[config.mk]
export PLATFORM = sky130hd
export DESIGN_NAME = heap_array_reader_flat
export DESIGN_NICKNAME = d
export VERILOG_FILES = /design/src/rtl/heap_pkg.sv /design/src/rtl/heap_array_reader_if.sv /design/src/rtl/heap_out_stage.sv /design/src/rtl/heap_array_reader.sv /design/src/flat_wrapper.sv
export SDC_FILE = /design/constraint.sdc
export NUM_CORES = 1
export LEC_CHECK = 0
export BUFFER_PORTS_ARGS = -buffer_cell sky130_fd_sc_hd__buf_2
export CORE_MARGIN = 5
export CORE_UTILIZATION = 50
export DETAILED_ROUTE_END_ITERATION = 10
export PLACE_DENSITY = 0.75
export REMOVE_ABC_BUFFERS = 1
export SYNTH_ARGS = -nofsm -noshare
export SYNTH_HDL_FRONTEND = slang
export SYNTH_HIERARCHICAL = 1
export SYNTH_SLANG_ARGS = --single-unit
[constraint.sdc]
create_clock -name clock -period 4.85 [get_ports clock]
set_input_delay 0.485 -clock clock [delete_from_list [all_inputs] [get_ports clock]]
set_output_delay 0.485 -clock clock [all_outputs]
set_load 0.1 [all_outputs]
[src/rtl/heap_pkg.sv]
// Shared defaults, FSM state type and address helper for the heap array reader.
package heap_pkg;

    localparam int MEMORY_ELEMENT_WIDTH = 12;
    localparam int N_AREA               = 10;
    localparam int N_ARRAYS             = 2;
    localparam int N_HEAP               = 20;

    typedef enum logic [2:0] {
        IDLE,
        CHECK,
        READ,
        WAIT,
        SEND,
        FINISH
    } state_e;

    // Arrays sit back to back on the heap, one fixed-size area each.
    function automatic int heap_addr(input int arr, input int idx, input int k, input int n_area);
        return arr * n_area + idx + k;
    endfunction

endpackage

[src/rtl/heap_array_reader_if.sv]
// Heap read port plus element stream of the heap array reader.
interface heap_array_reader_if #(
    parameter int W = heap_pkg::MEMORY_ELEMENT_WIDTH
);

    logic         memRdEn;
    logic [W-1:0] memRdAddr;
    logic [W-1:0] memRdData;
    logic         outValid;
    logic         outLast;
    logic [W-1:0] outData;
    logic         outReady;

    modport master (
        output memRdEn, memRdAddr, outValid, outLast, outData,
        input  memRdData, outReady
    );

    modport slave (
        input  memRdEn, memRdAddr, outValid, outLast, outData,
        output memRdData, outReady
    );

endinterface

[src/rtl/heap_out_stage.sv]
// Output register of the element stream: holds one element until the consumer takes it.
module heap_out_stage
    import heap_pkg::*;
#(
    parameter int W = MEMORY_ELEMENT_WIDTH
) (
    input  logic         clock,
    input  logic         reset,
    input  logic         load,
    input  logic [W-1:0] data_in,
    input  logic         last_in,
    input  logic         ready,
    output logic         valid,
    output logic         last,
    output logic [W-1:0] data,
    output logic         fire
);

    logic         valid_q, valid_d;
    logic         last_q, last_d;
    logic [W-1:0] data_q, data_d;

    assign fire  = valid_q & ready;
    assign valid = valid_q;
    assign last  = last_q;
    assign data  = data_q;

    always_comb begin
        valid_d = valid_q;
        last_d  = last_q;
        data_d  = data_q;
        if (load) begin
            valid_d = 1'b1;
            last_d  = last_in;
            data_d  = data_in;
        end else if (fire) begin
            // data is left in place; only the qualifiers drop
            valid_d = 1'b0;
            last_d  = 1'b0;
        end
    end

    always_ff @(posedge clock) begin
        if (!reset) begin
            valid_q <= 1'b0;
            last_q  <= 1'b0;
            data_q  <= '0;
        end else begin
            valid_q <= valid_d;
            last_q  <= last_d;
            data_q  <= data_d;
        end
    end

endmodule

[src/rtl/heap_array_reader.sv]
// Streams a range of elements of one heap-resident array, one heap read per element.
// Optional macro HEAP_ARRAY_READER_BOUNDS_CHECK_EN also rejects ranges past the array's current size.
module heap_array_reader
    import heap_pkg::*;
#(
    parameter int MemoryElementWidth = MEMORY_ELEMENT_WIDTH,
    parameter int NArea              = N_AREA,
    parameter int NArrays            = N_ARRAYS,
    parameter int NHeap              = N_HEAP
) (
    input  logic                          clock,
    input  logic                          reset,
    input  logic                          start,
    input  logic [MemoryElementWidth-1:0] array,
    input  logic [MemoryElementWidth-1:0] index,
    input  logic [MemoryElementWidth-1:0] count,
    input  logic [MemoryElementWidth-1:0] size,
    output logic                          busy,
    output logic                          done,
    output logic                          error,
    heap_array_reader_if.master           bus
);

    localparam int W = MemoryElementWidth;

    state_e       state_q, state_d;
    logic         busy_q, busy_d;
    logic         done_q, done_d;
    logic         error_q, error_d;
    logic         rd_en_q, rd_en_d;
    logic [W-1:0] rd_addr_q, rd_addr_d;
    logic [W-1:0] k_q, k_d;
    logic [W-1:0] array_q, array_d;
    logic [W-1:0] index_q, index_d;
    logic [W-1:0] count_q, count_d;

    logic [W:0]   end_sum;
    logic         bad_req;
    logic         is_last;
    logic         load;
    logic         fire;

    // Parameter sets whose arrays overrun the heap read address 0 instead of wrapping.
    function automatic logic [W-1:0] addr_of(input logic [W-1:0] arr, input logic [W-1:0] idx,
                                             input logic [W-1:0] k);
        int full;
        full = heap_addr(int'(arr), int'(idx), int'(k), NArea);
        return (full < NHeap) ? W'(full) : '0;
    endfunction

`ifdef HEAP_ARRAY_READER_BOUNDS_CHECK_EN
    logic [W-1:0] size_q, size_d;
`else
    logic unused_size;
    assign unused_size = ^size;
`endif

    // One bit wider so a huge index+count cannot wrap below the limit.
    assign end_sum = {1'b0, index_q} + {1'b0, count_q};
    assign is_last = (k_q == count_q - 1'b1);

    always_comb begin
        bad_req = (array_q >= W'(NArrays)) || (end_sum > (W+1)'(NArea));
`ifdef HEAP_ARRAY_READER_BOUNDS_CHECK_EN
        if (end_sum > {1'b0, size_q}) bad_req = 1'b1;
`endif
    end

    always_comb begin
        state_d   = state_q;
        busy_d    = busy_q;
        done_d    = 1'b0;
        error_d   = 1'b0;
        rd_en_d   = 1'b0;
        rd_addr_d = rd_addr_q;
        k_d       = k_q;
        array_d   = array_q;
        index_d   = index_q;
        count_d   = count_q;
`ifdef HEAP_ARRAY_READER_BOUNDS_CHECK_EN
        size_d    = size_q;
`endif
        load      = 1'b0;
        unique case (state_q)
            IDLE: begin
                if (start) begin
                    array_d = array;
                    index_d = index;
                    count_d = count;
`ifdef HEAP_ARRAY_READER_BOUNDS_CHECK_EN
                    size_d  = size;
`endif
                    k_d     = '0;
                    busy_d  = 1'b1;
                    state_d = CHECK;
                end
            end
            CHECK: begin
                if (bad_req) begin
                    done_d  = 1'b1;
                    error_d = 1'b1;
                    state_d = FINISH;
                end else if (count_q == '0) begin
                    done_d  = 1'b1;
                    state_d = FINISH;
                end else begin
                    rd_en_d   = 1'b1;
                    rd_addr_d = addr_of(array_q, index_q, '0);
                    state_d   = READ;
                end
            end
            READ: state_d = WAIT;
            WAIT: begin
                load    = 1'b1;
                state_d = SEND;
            end
            SEND: begin
                if (fire) begin
                    if (is_last) begin
                        done_d  = 1'b1;
                        state_d = FINISH;
                    end else begin
                        k_d       = k_q + 1'b1;
                        rd_en_d   = 1'b1;
                        rd_addr_d = addr_of(array_q, index_q, k_q + 1'b1);
                        state_d   = READ;
                    end
                end
            end
            FINISH: begin
                busy_d  = 1'b0;
                state_d = IDLE;
            end
            default: state_d = IDLE;
        endcase
    end

    always_ff @(posedge clock) begin
        if (!reset) begin
            state_q   <= IDLE;
            busy_q    <= 1'b0;
            done_q    <= 1'b0;
            error_q   <= 1'b0;
            rd_en_q   <= 1'b0;
            rd_addr_q <= '0;
            k_q       <= '0;
            array_q   <= '0;
            index_q   <= '0;
            count_q   <= '0;
`ifdef HEAP_ARRAY_READER_BOUNDS_CHECK_EN
            size_q    <= '0;
`endif
        end else begin
            state_q   <= state_d;
            busy_q    <= busy_d;
            done_q    <= done_d;
            error_q   <= error_d;
            rd_en_q   <= rd_en_d;
            rd_addr_q <= rd_addr_d;
            k_q       <= k_d;
            array_q   <= array_d;
            index_q   <= index_d;
            count_q   <= count_d;
`ifdef HEAP_ARRAY_READER_BOUNDS_CHECK_EN
            size_q    <= size_d;
`endif
        end
    end

    assign busy          = busy_q;
    assign done          = done_q;
    assign error         = error_q;
    assign bus.memRdEn   = rd_en_q;
    assign bus.memRdAddr = rd_addr_q;

    heap_out_stage #(.W(W)) u_out (
        .clock   (clock),
        .reset   (reset),
        .load    (load),
        .data_in (bus.memRdData),
        .last_in (is_last),
        .ready   (bus.outReady),
        .valid   (bus.outValid),
        .last    (bus.outLast),
        .data    (bus.outData),
        .fire    (fire)
    );

endmodule

[src/flat_wrapper.sv]
// flat-port wrapper written by rule: the top's interface ports become plain ports
module heap_array_reader_flat import heap_pkg::*;
#(
    parameter int MemoryElementWidth = MEMORY_ELEMENT_WIDTH,
    parameter int NArea              = N_AREA,
    parameter int NArrays            = N_ARRAYS,
    parameter int NHeap              = N_HEAP
)
  (clock, reset, start, array, index, count, size, busy, done, error, bus_memRdEn, bus_memRdAddr, bus_outValid, bus_outLast, bus_outData, bus_memRdData, bus_outReady);
  heap_array_reader_if bus_i ();
  input  logic clock;
  input  logic reset;
  input  logic start;
  input  logic [MemoryElementWidth-1:0] array;
  input  logic [MemoryElementWidth-1:0] index;
  input  logic [MemoryElementWidth-1:0] count;
  input  logic [MemoryElementWidth-1:0] size;
  output logic busy;
  output logic done;
  output logic error;
  output wire logic [$bits(bus_i.memRdEn)-1:0] bus_memRdEn;
  output wire logic [$bits(bus_i.memRdAddr)-1:0] bus_memRdAddr;
  output wire logic [$bits(bus_i.outValid)-1:0] bus_outValid;
  output wire logic [$bits(bus_i.outLast)-1:0] bus_outLast;
  output wire logic [$bits(bus_i.outData)-1:0] bus_outData;
  input wire logic [$bits(bus_i.memRdData)-1:0] bus_memRdData;
  input wire logic [$bits(bus_i.outReady)-1:0] bus_outReady;
  assign bus_memRdEn = bus_i.memRdEn;
  assign bus_memRdAddr = bus_i.memRdAddr;
  assign bus_outValid = bus_i.outValid;
  assign bus_outLast = bus_i.outLast;
  assign bus_outData = bus_i.outData;
  assign bus_i.memRdData = bus_memRdData;
  assign bus_i.outReady = bus_outReady;
  heap_array_reader #(.MemoryElementWidth(MemoryElementWidth), .NArea(NArea), .NArrays(NArrays), .NHeap(NHeap)) u_core (.clock(clock), .reset(reset), .start(start), .array(array), .index(index), .count(count), .size(size), .busy(busy), .done(done), .error(error), .bus(bus_i));
endmodule
== Yosys cells after proc, flatten, opt, wreduce, memory -nomap -nowiden ==
Index checks and enable logic that the tools add are counted.

* Add/sub/neg operators: 5
* Multipliers: 1
* Div/mod/pow operators: 0
* Magnitude comparators: 4
* Equal/unequal tests: 11
* Shift operators: 0
* Mux-type cells: 34
* Bitwise operators: 1
* Reduce and logical (&&, ||, !) cells: 13

{| class="wikitable"
|+ Operator list
! kind !! number
|-
| $mux 12 || 9
|-
| $add 32x13->32 || 2
|-
| $lt 32x6->1 const B || 2
|-
| $pmux 12 s2 || 2
|-
| $mul 12x3->15 const B || 1
|-
| $mux 3 || 5
|-
| $pmux 3 s5 || 1
|-
| $mux 1 || 14
|-
| $add 12x12->13 || 1
|-
| $gt 13x4->1 const B || 1
|-
| $add 12x1->12 const B || 1
|-
| $eq 12x12->1 || 1
|-
| $ge 12x2->1 const B || 1
|-
| $logic_not 12->1 || 1
|-
| $sub 12x1->12 const B || 1
|-
| $ne 2x2->1 const B || 4
|-
| $reduce_and 2->1 || 4
|-
| $reduce_bool 2->1 || 4
|-
| $eq 3x2->1 const B || 2
|-
| $eq 3x3->1 const B || 2
|-
| $pmux 1 s2 || 3
|-
| $reduce_and 5->1 || 1
|-
| $reduce_and 4->1 || 1
|-
| $eq 3x1->1 const B || 1
|-
| other kinds (4) || 4
|}

* Register bits: 81
* Latch bits: 0
* RAM bits: 0
* Bits in read-only memories: 0
* Input port bits: 64
* Output and inout port bits: 30
* Logic and storage cells: 82
* Memories kept: 0

== Longest topological paths before layout ==
Gate-level depths: netlist of run 1.

* Depth after elaboration: 8
* Gate-level depth with buffers: 22
* Depth with buffers taken out: 21

== By module ==
Netlist of run 1, hierarchy kept.

{| class="wikitable"
|+ By module, submodules not included
! module !! times used !! cells each !! area each (µm²) !! seq. area each (µm²)
|-
| heap_array_reader || 1 || 701 || 5,589.1 || 1,341.3
|-
| heap_out_stage || 1 || 47 || 545.5 || 280.3
|}

== Least setup slack after synthesis of run 1 ==
Ideal clock, no wire load.

* Path kind: register to register
* Start: register u_core.array_q[4]
* End: register u_core.rd_addr_q[4] (netlist: u_core/bus.memRdAddr[4])
* Setup time: 0.062 ns
* Arrival: 4.661 ns
* Required time: 4.788 ns
* Path slack: 0.127 ns
* Stages on the path, launching flop included: 22
* Path buffers: 0
* Period minus slack after synthesis: 4.723 ns
* Cells stage by stage: dfxtp_1 > ha_1 > ha_1 > a21oi_1 > nor2b_1 > or2_2 > or3_1 > and2_1 > ha_1 > and4_1 > a21oi_1 > o211ai_1 > a21oi_1 > xnor2_1 > ha_1 > inv_1 > a221o_1 > a2111oi_0 > o2111ai_1 > nor4b_2 > a22o_1 > a22o_1

* Word-level cells in the longest chain between the ends: 8
* Elaborated cells between the ends (all ways): 16
* Classes of those cells: 2 x add/sub; 1 x mul; 3 x order compare; 1 x eq/ne; 7 x mux; 2 x reduce/logical

{| class="wikitable"
|+ RTL lines
! item !! line !! text
|-
| from (decl) || heap_array_reader.sv:33 || <nowiki>logic [W-1:0] array_q, array_d;</nowiki>
|-
| from (signal assigned) || heap_array_reader.sv:161 || <nowiki>array_q <= array_d;</nowiki>
|-
| $mul 12x3->15 || heap_pkg.sv:20 || <nowiki>return arr * n_area + idx + k;</nowiki>
|-
| $add 32x13->32 (2 in series) || heap_pkg.sv:20 ||
|-
| $lt 32x6->1 || heap_array_reader.sv:48 || <nowiki>return (full < NHeap) ? W'(full) : '0;</nowiki>
|-
| $mux 12 || heap_array_reader.sv:48 ||
|-
| $mux 12 || heap_array_reader.sv:119 || <nowiki>if (is_last) begin</nowiki>
|-
| $mux 12 || heap_array_reader.sv:118 || <nowiki>if (fire) begin</nowiki>
|-
| $pmux 12 s2 || heap_array_reader.sv:84 || <nowiki>unique case (state_q)</nowiki>
|-
| to (signal assigned) || heap_array_reader.sv:159 || <nowiki>rd_addr_q <= rd_addr_d;</nowiki>
|-
| to (decl) || heap_array_reader.sv:31 || <nowiki>logic [W-1:0] rd_addr_q, rd_addr_d;</nowiki>
|}

Several ways; a longest one is shown, not always the timed one. The select of a mux whose other input is x is not followed.
A chain may end at the register's enable or synchronous reset.

== Worst setup path after layout of run 1 ==
* Start: register u_core.array_q[5]
* End: register u_core.rd_addr_q[4] (netlist: u_core/bus.memRdAddr[4])

The elaborated chain is that of the path after synthesis.

==> results of run 1 <==
==> report_power, final <==
group	switching [mW]	leakage (nW)	total [mW]	internal, mW
Combinational	0.986	2.48	1.67	0.683
Clock	0.299	0.140	0.666	0.367
Sequential	0.125	0.661	0.870	0.745
==> what timing repair did <==
action	4_1_cts	5_1_grt
resized for setup	4	39
setup endpoints to repair	5	5
pin swaps	4	27
buffers inserted	1	3
hold endpoints to repair	0	0
==> critical path, stage by stage, from the launching register on <==
cell	delay [ns]
dfxtp_4	0.36
ha_1	0.29
ha_1	0.29
nor2b_1	0.14
or2_2	0.27
or3_1	0.30
and2_4	0.17
ha_4	0.26
buf_4	0.13
nand3_2	0.06
o211ai_1	0.27
a21oi_2	0.11
xnor2_2	0.15
ha_1	0.32
inv_1	0.06
a221o_1	0.35
a2111oi_4	0.23
o2111ai_2	0.17
nor4b_2	0.23
buf_4	0.17
a22o_1	0.12
a22o_1	0.11
==> cells by family (layout without fill, tap and decap cells) <==
| group | count (synthesis) | in the layout | synth area share (%) |
|---|---|---|---|
| AND/OR/NAND/NOR | 304 | 304 | 25.90 |
| flip-flops | 81 | 81 | 26.43 |
| adder cells (fa/ha/maj) | 63 | 63 | 13.34 |
| buffers and inverters | 53 | 139 | 3.977 |
| multiplexers | 17 | 17 | 2.774 |
| AO/OA/AOI/OAI | 183 | 183 | 20.87 |
| XOR/XNOR | 47 | 47 | 6.710 |
==> metal layers <==
metal	global-route usage (%)	vias up
met2	38.07	190
met5	0	-
met4	6.941	0
li1	-	2858
met1	27.66	2673
met3	5.659	34
==> cell usage after synthesis, types with 5 or more instances <==
cell type	instances	area (um2)
buf_6	5	56.30
or2_2	6	37.54
nand4_1	5	31.28
nor2b_1	25	156.4
o22ai_1	6	37.54
inv_1	20	75.07
and2_1	11	68.82
and3_1	13	81.33
nand3_1	19	95.09
clkbuf_1	23	86.33
nor4_1	8	50.05
dfxtp_1	81	1622
o21a_1	6	45.04
or4_1	5	37.54
nand2b_1	5	31.28
xnor2_1	28	245.2
nor4b_1	5	43.79
nand2_1	106	397.9
or3_1	10	62.56
ha_1	59	738.2
mux2i_1	17	170.2
xor2_1	19	166.4
a21boi_1	12	90.09
a21boi_0	37	277.8
nor3_1	16	80.08
nand3b_1	12	90.09
o21ai_1	10	50.05
o21ai_0	16	80.08
a21o_1	12	90.09
nor2_1	39	146.4
a21oi_1	33	165.2
o211ai_1	7	52.55
==> registers in the layout, indices dropped and copies added (netlist names), 3 cells and up <==
| register | flops |
|---|---|
| u_core/bus.memRdAddr | 12 |
| u_core/array_q | 12 |
| u_core/k_q | 12 |
| u_core/state_q | 3 |
| u_core/u_out/data | 12 |
| u_core/index_q | 12 |
| u_core/count_q | 12 |
==> path summary, 6_finish.rpt <==
kind	start	cells after the start	endpoint	slack, ns
worst max-delay path	u_core/array_q[5]$_SDFFE_PN0P_	21	u_core/bus.memRdAddr[4]$_SDFFE_PN0P_	0.24
worst max register to register	u_core/array_q[5]$_SDFFE_PN0P_	21	u_core/bus.memRdAddr[4]$_SDFFE_PN0P_	0.24
worst min register to register	u_core/bus.memRdAddr[9]$_SDFFE_PN0P_	1	u_core/bus.memRdAddr[9]$_SDFFE_PN0P_	0.45
worst min-delay path	array[3]	3	u_core/array_q[3]$_SDFFE_PN0P_	0.37
==> stage by stage <==
| step | cell area [um2] | power (mW) | TNS (ns) | worst slack (ns) |
|---|---|---|---|---|
| global placement | 6695 | 2.332 | -0.1798 | -0.06933 |
| CTS | 7015 | 3.078 | 0 | 0.01205 |
| global route | 7249 | 3.431 | -0.1383 | -0.04275 |
| finish | 7249 | 3.205 | 0 | 0.2446 |
| floorplan | 5966 | 1.946 | 0 | 0.1268 |
| detailed placement | 6695 | 2.385 | -0.7357 | -0.1713 |
==> area by class of cell <==
cell class	count	area, um2	share of cell area [%]
clock inverter	6	51.30	0.7076
multi-input combinational	614	4482	61.82
timing repair buffer	103	581.8	8.026
sequential	81	1637	22.58
tap	147	183.9	2.537
inverter	20	75.07	1.036
clock buffer	10	239.0	3.297
==> flow_metrics.env, run 1 <==
export IMPL_dpl_hpwl_um=12300
export IMPL_crit_type="register to register"
export IMPL_first_pass_iters=5
export IMPL_peakVddDrop_v=0.0002495
export IMPL_end_kind="register"
export IMPL_grt_pass1_wl_um=26550
export IMPL_drv_cap=0
export IMPL_maxUsedRoutingLayer="met4"
export IMPL_wl_met3_um=991
export IMPL_ys_seq_elements=81
export IMPL_fp_dieH_um=120.8
export IMPL_arrival_ns=4.91
export IMPL_hold_slack_ns=0.3677
export IMPL_root_buffer="clkbuf_16"
export IMPL_async_reset_ff_share_pct=0
export IMPL_antenna_found_initial=0
export IMPL_rsz0062_at_grt="yes"
export IMPL_finalMaxSlewViolations=0
export IMPL_synth_area_per_cell_um2=8.201
export IMPL_areaGrowthSynthToFinish_pct=18.17
export IMPL_place_congestion=0.8963
export IMPL_fin_skew_ns=0.007919
export IMPL_min_period_ns=4.605
export IMPL_critPathLaunchType="register"
export IMPL_worst_pin_slew_ns=0.6611
export IMPL_vias_per_cell=5.866
export IMPL_n_fill_cell=1092
export IMPL_h_tree_depth=3
export IMPL_cts_tree="yes"
export IMPL_synth_edf_count=0
export IMPL_finalSetupViolCount=0
export IMPL_powerDensity_mw_per_mm2=442.1
export IMPL_ant_nets=0
export IMPL_vias=5755
export IMPL_fin_crit_sh_pct=94.96
export IMPL_numCtsBuffers=9
export IMPL_synth_distinct_cells=73
export IMPL_leakagePower_nw=3.280
export IMPL_syn_cell_area_mm2=0.006135
export IMPL_final_cells=981
export IMPL_ys_seq_area_share_pct=26.43
export IMPL_hold_buffers=0
export IMPL_cts_buffer_depth=2
export IMPL_final_common_cell="nand2_1"
export IMPL_clock_latency_ns=0.35
export IMPL_io_pins=94
export IMPL_dr_first_iter_drc_count=423
export IMPL_max_slew_margin_pct=55.88
export IMPL_synth_cells=748
export IMPL_grt_overflow_total=0
export IMPL_fin_util_pct=60.35
export IMPL_final_hold_violation_count=0
export IMPL_grt_start_max_net_pins=44
export IMPL_cp_max_fo=4
export IMPL_placed_cells=961
export IMPL_hp_class="input port to register"
export IMPL_layout_drive_gt1_share_pct=19.54
export IMPL_yosys_warnings=6
export IMPL_required_ns=5.15
export IMPL_track_usage_pct=22.33
export IMPL_floorplan_die_area_mm2=0.01458
export IMPL_start_util_pct=51.07
export IMPL_wl_per_cell_um=16.48
export IMPL_fmax_ghz=0.2171
export IMPL_num_antenna_cells=0
export IMPL_status="complete, no violations"
export IMPL_grt_pass1_vias=5606
export IMPL_wl_met2_um=7652
export IMPL_synth_ff_type="dfxtp_1"
export IMPL_core_area_mm2=0.01201
export IMPL_wl_met1_um=7105
export IMPL_drt_wl_total_um=16170
export IMPL_die_width_um=120.8
export IMPL_cts_sinks=81
export IMPL_rows=40
export IMPL_portBuffers=81
export IMPL_drcViolationCount=0
export IMPL_final_cell_mix="106 x nand2_1, 81 x buf_2, 77 x dfxtp_1"
export IMPL_path_clk_slew_ns=0.07
export IMPL_finalNetCount=956
(Power assumes the default switching activity.)
==> inputs of run 2 (changes only) <==
Settings changed: PLACE_DENSITY 0.75 to 0.73.
Clock period 4.85 ns to 5.08 ns, I/O delays scaled along.
==> run 2 against run 1 <==
Against the previous run: global-route usage down 0.57 points; highest routed layer unchanged; routed wire length down 2.2%; sequential share of layout area up 0.48 points; largest cell class unchanged; cell count down 1.2%; clock power up 1%.
==> flow_metrics.env, run 2 (synthesized netlist as in run 1, its figures left out) <==
export IMPL_path_clk_slew_ns=0.06
export IMPL_placed_cells=952
export IMPL_place_congestion=0.9195
export IMPL_fin_skew_ns=0.006245
export IMPL_leakagePower_nw=3.225
export IMPL_areaGrowthSynthToFinish_pct=14.91
export IMPL_final_cell_mix="106 x nand2_1, 81 x buf_2, 78 x dfxtp_1"
export IMPL_hp_class="input port to register"
export IMPL_multi_input_area_mm2=0.004378
export IMPL_required_ns=5.37
export IMPL_rows=40
export IMPL_grt_most_used_layer="met2"
export IMPL_io_pins=94
export IMPL_cts_buffer_depth=2
export IMPL_grt_pass1_wl_um=25920
export IMPL_grt_pass1_vias=5428
export IMPL_vias_per_cell=5.827
export IMPL_final_cells=969
export IMPL_finalNetCount=944
export IMPL_dr_first_iter_drc_count=403
export IMPL_tns_ns=0
export IMPL_finalMaxSlewViolations=0
export IMPL_max_slew_margin_pct=55.60
export IMPL_drt_wl_total_um=15810
export IMPL_h_tree_depth=3
export IMPL_clock_latency_ns=0.35
export IMPL_floorplan_die_area_mm2=0.01458
export IMPL_drv_cap=0
export IMPL_drcViolationCount=0
export IMPL_grt_use_met3_pct=6.361
export IMPL_min_period_ns=4.875
export IMPL_layout_drive_gt1_share_pct=16.79
export IMPL_critPathLaunchType="register"
export IMPL_dp_slack_ns=0.05212
export IMPL_crit_top_cell="ha_1"
export IMPL_vias=5646
export IMPL_root_buffer="clkbuf_16"
export IMPL_peakVddDrop_v=0.0002365
export IMPL_antenna_found_initial=0
export IMPL_core_area_mm2=0.01201
export IMPL_regArea_mm2=0.001625
export IMPL_fin_crit_sh_pct=95.97
export IMPL_crit_buf_inv=2
export IMPL_wl_per_cell_um=16.31
export IMPL_grtUsageMet2_pct=35.87
export IMPL_fp_dieH_um=120.8
export IMPL_final_hold_violation_count=0
export IMPL_first_pass_iters=5
export IMPL_portBuffers=81
export IMPL_track_usage_pct=21.76
export IMPL_cpLargestDelayFamily="compound AO/OA/AOI/OAI gates"
export IMPL_start_util_pct=51.07
export IMPL_crit_type="register to register"
export IMPL_cts_tree="yes"
export IMPL_die_width_um=120.8
export IMPL_powerDensity_mw_per_mm2=423.6
export IMPL_dpl_hpwl_um=11930
export IMPL_fmax_ghz=0.2051
export IMPL_cpPeakStageDelay_ns=0.35
export IMPL_worst_pin_slew_ns=0.6653
export IMPL_ant_nets=0
export IMPL_finalSetupViolCount=0
export IMPL_hold_slack_ns=0.3977
export IMPL_slowest_stage="dfxtp_1"
export IMPL_grt_overflow_total=0
export IMPL_final_common_cell="nand2_1"
export IMPL_num_antenna_cells=0
export IMPL_path_cells="ha_1 -> ha_1 -> a21oi_2 -> nor2b_1 -> or2_2 -> or3_1 -> and2_1 -> ha_1 -> and4_1 -> a21oi_2 -> o211ai_1 -> a21oi_1 -> xnor2_1 -> ha_1 -> inv_1 -> a221o_1 -> a2111oi_4 -> o2111ai_2 -> nor4b_2 -> buf_4 -> a22o_1 -> a22o_1"
export IMPL_fin_ws_ns=0.2045
export IMPL_status="complete, no violations"
export IMPL_arrival_ns=5.17
export IMPL_cts_sinks=81
export IMPL_cp_max_fo=4
export IMPL_end_kind="register"
export IMPL_grt_start_max_net_pins=44
export IMPL_hold_buffers=0
export IMPL_numCtsBuffers=9
export IMPL_n_fill_cell=1082
export IMPL_grt_util_met1_pct=27.44
[run 2: cell count changes in the layout (fill, tap and decap cells not counted), sizes merged]
cell | previous run | this run
clkinvlp | 1 | 2
buf | 103 | 91
inv | 22 | 20
bufinv | 0 | 1
[run 2: worst register-to-register path, cell delays in order (launching register included)]
cell and delay [ns]:
dfxtp_1 0.35, ha_1 0.31, ha_1 0.26, a21oi_2 0.13, nor2b_1 0.05, or2_2 0.27
or3_1 0.30, and2_1 0.18, ha_1 0.29, and4_1 0.21, a21oi_2 0.14, o211ai_1 0.15
a21oi_1 0.18, xnor2_1 0.13, ha_1 0.34, inv_1 0.08, a221o_1 0.35, a2111oi_4 0.21
o2111ai_2 0.16, nor4b_2 0.31, buf_4 0.18, a22o_1 0.14, a22o_1 0.12
[run 2: worst paths after layout]
check | slack (ns) | to | cells past startpoint | startpoint
max | 0.20 | u_core/bus.memRdAddr[4]$_SDFFE_PN0P_ | 22 | u_core/array_q[3]$_SDFFE_PN0P_
min | 0.40 | u_core/index_q[7]$_SDFFE_PN0P_ | 3 | index[7]
max reg2reg | 0.20 | u_core/bus.memRdAddr[4]$_SDFFE_PN0P_ | 22 | u_core/array_q[3]$_SDFFE_PN0P_
min reg2reg | 0.46 | u_core/bus.memRdAddr[9]$_SDFFE_PN0P_ | 1 | u_core/bus.memRdAddr[9]$_SDFFE_PN0P_
[run 2: layout make-up]
class | instances | share of cell area (%)
sequential | 81 | 23.06
clock buffer | 10 | 3.390
timing repair buffer | 91 | 6.816
inverter | 20 | 1.065
multi-input combinational | 614 | 62.11
tap | 147 | 2.609
clock inverter | 6 | 0.9585
[run 2: what timing repair did]
item                       CTS  global route
buffers inserted             0             1
resized for setup            0            19
setup endpoints to repair    0             5
[run 2: where the power goes]
| part | switching (mW) | internal (mW) | total [mW] |
|---|---|---|---|
| clock network | 0.279 | 0.395 | 0.674 |
| logic | 0.906 | 0.583 | 1.49 |
| registers | 0.113 | 0.710 | 0.823 |
[run 2: stage by stage]
step	util (%)	total power, mW	cell area, um2
after floorplan	-	1.858	5966
after global placement	55.18	2.195	6628
after detailed placement	55.18	2.238	6628
after CTS	57.73	2.926	6934
after global routing	58.69	3.210	7049
final	58.69	2.986	7049
[run 2: per-layer routing]
layer / vias up / routed length, um
met5: - / 0
met3: 31 / 981
met2: 168 / 7286
met4: 0 / 377
li1: 2831 / -
met1: 2616 / 7164
